$ cat config.mk
export PLATFORM = sky130hd
export DESIGN_NAME = sim_test_monitor
export DESIGN_NICKNAME = d
export VERILOG_FILES = /design/src/rtl/sim_test_monitor.sv
export SDC_FILE = /design/constraint.sdc
export NUM_CORES = 1
export LEC_CHECK = 0
export ABC_CLOCK_PERIOD_IN_PS = 4200
export CAP_MARGIN = 5
export CORE_ASPECT_RATIO = 1.5
export CORE_UTILIZATION = 30
export DETAILED_ROUTE_END_ITERATION = 6
export SYNTH_ARGS = -nofsm -noshare
export SYNTH_HDL_FRONTEND = slang
export SYNTH_SLANG_ARGS = --single-unit
$ cat constraint.sdc
create_clock -name clk -period 4.2 [get_ports clk]
set_input_delay 0.63 -clock clk [delete_from_list [all_inputs] [get_ports clk]]
set_output_delay 0.63 -clock clk [all_outputs]
set_load 0.02 [all_outputs]
$ cat src/rtl/sim_test_monitor.sv
// Test harness controller: sequences core reset, runs a watchdog, and snoops serial-port
// writes for "Passed"/"Failed" verdicts. Optional serial log FIFO under `SERIAL_LOG_EN.
module sim_test_monitor #(
    parameter int RESET_CYCLES   = 4,
    parameter int TIMEOUT_CYCLES = 5120000,
    parameter int CNT_W          = 32,
    parameter int LOG_DEPTH      = 64
) (
    input  logic             clk,
    input  logic             rst,
    input  logic [15:0]      bus_addr,
    input  logic [7:0]       bus_wdata,
    input  logic             bus_we,
    output logic             core_rst_n,
    output logic             running,
    output logic             done,
    output logic             pass,
    output logic             fail,
    output logic             timeout,
    output logic [CNT_W-1:0] cycle_count,
    output logic             ser_valid,
    output logic [7:0]       ser_data,
    input  logic             log_rd,
    output logic [7:0]       log_data,
    output logic             log_empty
);

    typedef enum logic [1:0] {HOLD, RUN, DONE} state_t;

    localparam logic [7:0]       HOLD_LAST    = 8'(RESET_CYCLES - 1);
    localparam logic [CNT_W-1:0] TIMEOUT_LAST = CNT_W'(TIMEOUT_CYCLES - 1);
    localparam logic [47:0]      PASS_STR     = 48'h506173736564;
    localparam logic [47:0]      FAIL_STR     = 48'h4661696C6564;

    state_t           state_q, state_d;
    logic [7:0]       hold_q, hold_d;
    logic [CNT_W-1:0] cnt_q, cnt_d;
    logic             pass_q, pass_d, fail_q, fail_d, timeout_q, timeout_d;
    logic [7:0]       sb_q, sb_d;
    logic [47:0]      hist_q, hist_d;
    logic             ser_valid_q, ser_valid_d;
    logic [7:0]       ser_data_q, ser_data_d;

    logic verdict_q, timeout_hit, match_pass, match_fail, capture;

    always_comb begin
        verdict_q   = pass_q | fail_q | timeout_q;
        timeout_hit = (state_q == RUN) && (cnt_q == TIMEOUT_LAST);
        match_pass  = (hist_q == PASS_STR);
        match_fail  = (hist_q == FAIL_STR);
        capture     = bus_we && (bus_addr == 16'hFF02) && bus_wdata[7];
    end

    // State register
    always_ff @(posedge clk) begin
        if (rst) state_q <= HOLD;
        else     state_q <= state_d;
    end

    // Next state
    always_comb begin
        state_d = state_q;
        case (state_q)
            HOLD:    if (hold_q == HOLD_LAST) state_d = RUN;
            RUN:     if (verdict_q) state_d = DONE;
            DONE:    state_d = DONE;
            default: state_d = HOLD;
        endcase
    end

    // FSM outputs
    always_comb begin
        core_rst_n = (state_q != HOLD);
        running    = (state_q == RUN);
    end

    always_comb begin
        hold_d = (state_q == HOLD) ? hold_q + 8'd1 : hold_q;

        // Counter stops on the timeout clock so it holds TIMEOUT_CYCLES-1 afterwards.
        cnt_d = cnt_q;
        if (state_q == RUN && !verdict_q && !timeout_hit && cnt_q != '1)
            cnt_d = cnt_q + 1'b1;

        // A string match on the timeout clock wins; flags are mutually exclusive.
        pass_d    = pass_q    | (!verdict_q & match_pass);
        fail_d    = fail_q    | (!verdict_q & match_fail);
        timeout_d = timeout_q | (!verdict_q & timeout_hit & !match_pass & !match_fail);

        sb_d = sb_q;
        if (bus_we && bus_addr == 16'hFF01 && state_q != DONE)
            sb_d = bus_wdata;

        ser_valid_d = capture;
        ser_data_d  = capture ? sb_q : ser_data_q;
        hist_d      = capture ? {hist_q[39:0], sb_q} : hist_q;
    end

    always_ff @(posedge clk) begin
        if (rst) begin
            hold_q      <= '0;
            cnt_q       <= '0;
            pass_q      <= 1'b0;
            fail_q      <= 1'b0;
            timeout_q   <= 1'b0;
            sb_q        <= '0;
            hist_q      <= '0;
            ser_valid_q <= 1'b0;
            ser_data_q  <= '0;
        end else begin
            hold_q      <= hold_d;
            cnt_q       <= cnt_d;
            pass_q      <= pass_d;
            fail_q      <= fail_d;
            timeout_q   <= timeout_d;
            sb_q        <= sb_d;
            hist_q      <= hist_d;
            ser_valid_q <= ser_valid_d;
            ser_data_q  <= ser_data_d;
        end
    end

    assign done        = verdict_q;
    assign pass        = pass_q;
    assign fail        = fail_q;
    assign timeout     = timeout_q;
    assign cycle_count = cnt_q;
    assign ser_valid   = ser_valid_q;
    assign ser_data    = ser_data_q;

`ifdef SERIAL_LOG_EN
    localparam int AW = $clog2(LOG_DEPTH);

    logic [7:0]    log_mem_q [LOG_DEPTH];
    logic [AW-1:0] wr_ptr_q, wr_ptr_d, rd_ptr_q, rd_ptr_d;
    logic [AW:0]   log_cnt_q, log_cnt_d;
    logic          push, pop;

    always_comb begin
        pop = log_rd && (log_cnt_q != '0);
        // A full FIFO still accepts a byte when the head leaves in the same cycle.
        push      = ser_valid_q && ((log_cnt_q != (AW+1)'(LOG_DEPTH)) || pop);
        wr_ptr_d  = wr_ptr_q + AW'(push);
        rd_ptr_d  = rd_ptr_q + AW'(pop);
        log_cnt_d = log_cnt_q + (AW+1)'(push) - (AW+1)'(pop);
    end

    always_ff @(posedge clk) begin
        if (rst) begin
            wr_ptr_q  <= '0;
            rd_ptr_q  <= '0;
            log_cnt_q <= '0;
        end else begin
            wr_ptr_q  <= wr_ptr_d;
            rd_ptr_q  <= rd_ptr_d;
            log_cnt_q <= log_cnt_d;
        end
    end

    always_ff @(posedge clk) begin
        if (!rst && push) log_mem_q[wr_ptr_q] <= ser_data_q;
    end

    assign log_data  = log_mem_q[rd_ptr_q];
    assign log_empty = (log_cnt_q == '0);
`else
    localparam int LOG_DEPTH_UNUSED = LOG_DEPTH;
    logic log_rd_unused;
    assign log_rd_unused = log_rd;
    assign log_data      = 8'h00;
    assign log_empty     = 1'b1;
`endif

endmodule

After elaboration in Yosys (flattened, before gate mapping)
Cells that the tools add are included.

Register bits: 110. Word-level logic and storage cells: 52. Bits of input ports: 28. Output and inout port bits: 56.

Bitwise operators: 10. Reductions and logical operators: 15. Mux-type cells: 3. Equality and inequality tests: 12. Add/sub/neg operators: 2.

Operators by type and width (number): $eq A48 B47 Y1 const B (2); $add A32 B1 Y32 const B (1); $eq A16 B16 Y1 const B (2); $eq A32 B23 Y1 const B (1); $ne A32 B32 Y1 const B (1); $add A8 B1 Y8 const B (1); $eq A8 B2 Y1 const B (1); $logic_and A1 B1 Y1 (8); $pmux W2 S3 (1); $and A1 B1 Y1 (5); $or A1 B1 Y1 (5); $logic_not A1 Y1 (4); $mux W2 (2); $ne A2 B2 Y1 const B (2); $eq A2 B1 Y1 const B (1); $eq A2 B2 Y1 const B (1); $logic_not A2 Y1 (1); $ne A2 B1 Y1 const B (1); $reduce_and A2 Y1 (1); $reduce_bool A2 Y1 (1).

Longest topological paths before layout
Depth in word-level cells: 7. Depth in mapped cells: 9. Mapped depth without buffers: 8.

Least setup slack after synthesis
No wires, ideal clock.

Kind: input -> register. From: in bus_addr[5]. To: reg hist_q[24]. Stages on the path: 8. Data required time: 4130 ps. Arrival time: 2224 ps. Buffers on the path: 2. Library setup time: 70 ps. Path slack: 1906 ps. Cells stage by stage: nor4b_1 -> nand2_1 -> nor3_1 -> and4b_1 -> clkbuf_1 -> buf_1 -> nand2_1 -> a21oi_1.

Longest elaborated chain between the ends: 3.

RTL lines: start, declared (line 11) `input logic [15:0] bus_addr,`; $eq A16 B16 Y1 (line 51) `capture = bus_we && (bus_addr == 16'hFF02) && bus_wdata[7];`; $logic_and A1 B1 Y1 (2 in series) (line 51); end signal, assigned (line 117) `hist_q <= hist_d;`; end, declared (line 40) `logic [47:0] hist_q, hist_d;`.

Every way passes these cells. A chain may end at the register's enable or synchronous reset.

Worst setup path after layout
From: reg cnt_q[5], in the netlist cycle_count[5]. To: reg cnt_q[29], in the netlist cycle_count[29].

Longest elaborated chain between the ends: 5.

RTL lines: start, declared (line 37) `logic [CNT_W-1:0] cnt_q, cnt_d;`; start signal, assigned (line 112) `cnt_q <= cnt_d;`; branches (longest 5 deep; another with $add A32 B1 Y32).

Parallel ways; which one is timed is not known.

==> metrics.md <==
| Metric | Value |
|---|---|
| XOR/XNOR Fraction of Synth Area | `0.0349` |
| EDFF count, synth | `0` |
| Status | `completed` |
| Setup Skew | `10.2 ps` |
| Initial antenna violation count | `0` |
| IO Pins | `84` |
| Final core occ | `0.384` |
| Die width | `102 um` |
| Worst-path fanout max | `10` |
| TritonCTS clock tree | `yes` |
| Seq cells post-synth | `102` |
| Placer Congestion | `approximately 0.89` |
| HPWL after DPL | `7.88 mm` |
| # H-tree levels | `3` |
| Final nets | `~640` |
| DR vias/cell | `4.99` |
| Main combinational cell family by area after synthesis | `simple AND/OR/NAND/NOR gates` |
| Synthesized cell area | `between 4000 and 5000 um^2` |
| Area Growth Syn to Fin | `24.2%` |
| Number of synthesis warnings | `0` |
| Postcts setup bufs | `0` |
| Via count | `4007` |
| Simple-Gate Fraction of Synth Area | `0.291` |
| Drc violations | `0` |
| Hold_ws | `458 ps` |
| Placed instance count | `787` |
| Main flop type after synthesis | `dfxtp_1` |
| Measured slew at the worst slew-check pin | `812 ps` |
| Final Hold Viols | `0` |
| Vias in the first global route | `between 3000 and 4000` |
| RSZ-0062 raised after global routing | `false` |
| Fmax | `between 300 and 400 MHz` |
| Max VDD drop | `about 0.00018 V` |
| # rows | `54` |
| Total Die Area | `between 15000 and 20000 um^2` |
| Post-DR wirelength/cell | `14.0 um` |
| Setup slack at placement | `1160 ps` |
| Crit path arrival time | `3130 ps` |
| Critical path class | `reg2reg` |
| Sequential share of the synthesized area | `0.452` |
| Max Slew Vio Count | `0` |
| Crit. End Element | `flip-flop` |
| Synth Area in Compound Gates | `0.117` |
| 1st-iter DRT viols | `roughly 240` |
| Clk root buf | `clkbuf_16` |
| DR pass1 iterations | `4` |
| Final WL | `11.2 mm` |
| Reg clk slew, reported paths | `70 ps` |
| Commonest non-fill, non-tap cell in the layout | `nand2_1` |
| Pwr Density | `between 300 and 400 nW/um^2` |
| Final instance area | `~5600 um^2` |
| Syn Area/Cell | `roughly 8 um^2` |
| Final worst slack | `1340 ps` |
| Share of layout cells above drive strength 1 | `0.0461` |
| Core box area | `14600 um^2` |
| Filler instances | `about 1500` |
| Hold Path Class | `reg2reg` |
| Pin count of the biggest net entering global routing | `67` |
| Max-slew headroom | `0.458` |
| CP startpoint kind | `flip-flop` |
| Antenna cells | `0` |
| Post-route setup TNS | `0 ps` |
| CP Data Required Time | `4480 ps` |
| Die Y-Extent | `152 um` |
| Synth Area in Adders | `0.0139` |
| Longest Clk Path Bufs | `2` |
| Crit path time final | `2860 ps` |
| Routed Antenna Nets | `0` |
| Clock tree sinks | `between 100 and 150` |
| Lkg Pwr | `1.83 nW` |
| Mux contribution to synthesized area | `0.0305` |
| Final period utilization | `0.680` |
| Post-Synthesis Cells | `551` |
| Wire length of the first global-routing pass | `19.2 mm` |
| Initial core utilization | `0.309` |
| Placed inst area | `around 5300 um^2` |
| Worst-Skew Late Latency | `350 ps` |
| Hold buffers post-CTS | `0` |
| PortBufs | `73` |
| Final Instance Count excl. Fillers | `803` |
| Post-CTS sizing | `0` |
| Netlist cell types | `51` |
| Total track usage | `0.154` |
| Most frequent cells in the layout | `nand2_1 (120), dfxtp_1 (102), clkdlybuf4s50_1 (72), a21oi_1 (67), nor2_1 (43)` |
| Setup-failing EPs final | `0` |
| TritonCTS Buffers | `9` |
| Tot Pwr | `1.96 mW` |
| Share of flip-flops with an asynchronous set or reset | `0` |
| Global route overflow | `0` |
| # Max-Cap Violations | `0` |
[state kept, by name, indices dropped and copies added, names as in the netlist]
name         flops
cycle_count     32
fail             1
hist_q          48
hold_q           8
pass             1
sb_q             8
ser_valid        1
state_q          2
timeout          1
[metal layers]
metal | vias up | share of wire | global-route usage
met3 | 27 | 0.047 | 0.0390
met4 | 0 | 0.034 | 0.0776
met5 | - | 0 | 0
met1 | 1894 | 0.42 | 0.180
met2 | 104 | 0.50 | 0.257
li1 | 1982 | - | -
[where the power goes]
part | internal, mW | switching, mW
registers | 0.979 | 0.0129
logic | 0.0632 | 0.0884
clock network | 0.417 | 0.400
total | 1.46 | 0.501
[final timing paths]
path         cells past startpoint  slack [ps]                      endpoint                   startpoint
max                              6        1340  cycle_count[29]$_SDFFE_PP0P_  cycle_count[5]$_SDFFE_PP0P_
min reg2reg                      2         460        hist_q[7]$_SDFFE_PP0P_         sb_q[7]$_SDFFE_PP0P_
max reg2reg                      6        1340  cycle_count[29]$_SDFFE_PP0P_  cycle_count[5]$_SDFFE_PP0P_
min                              2         460        hist_q[7]$_SDFFE_PP0P_         sb_q[7]$_SDFFE_PP0P_
[layout make-up]
| type | count | area [um^2] | area share |
|---|---|---|---|
| multi-input cells | 404 | 2240 | 0.399 |
| well taps | 196 | 245 | 0.0437 |
| inverters | 9 | 33.8 | 0.00602 |
| clock inverters | 7 | 63.8 | 0.0114 |
| repair buffers | 76 | 761 | 0.136 |
| clock buffers | 9 | 225 | 0.0402 |
| flip-flops and latches | 102 | 2040 | 0.364 |
[Yosys cell counts (6+ instances only)]
cell	instances	area (um^2)
o21ai_1	7	35.0
mux2i_1	10	100
xnor2_1	13	114
or3_1	13	81.3
nor2_1	43	161
nand4_1	17	106
nor3_1	12	60.1
clkbuf_1	19	71.3
and3_1	7	43.8
buf_4	17	128
nor4b_1	9	78.8
nand2_1	120	450
inv_1	9	33.8
nand3_1	11	55.1
nor4bb_1	6	60.1
a21oi_1	67	335
dfxtp_1	102	2040
[cells by family after synthesis]
logic type,Yosys count
AO/OA/AOI/OAI,93
XOR/XNOR,18
AND/OR/NAND/NOR,266
buffers and inverters,52
other,2
multiplexers,13
flip-flops,102
adder cells (fa/ha/maj),5
[critical path: stages (launching register included)]
cell and delay, ps:
dfxtp_1 440, nand4_1 250, nor2_1 350, nand3_1 370
a2111oi_1 820, or3b_1 410, a21oi_1 140
Power figures use the tool's default switching activity.
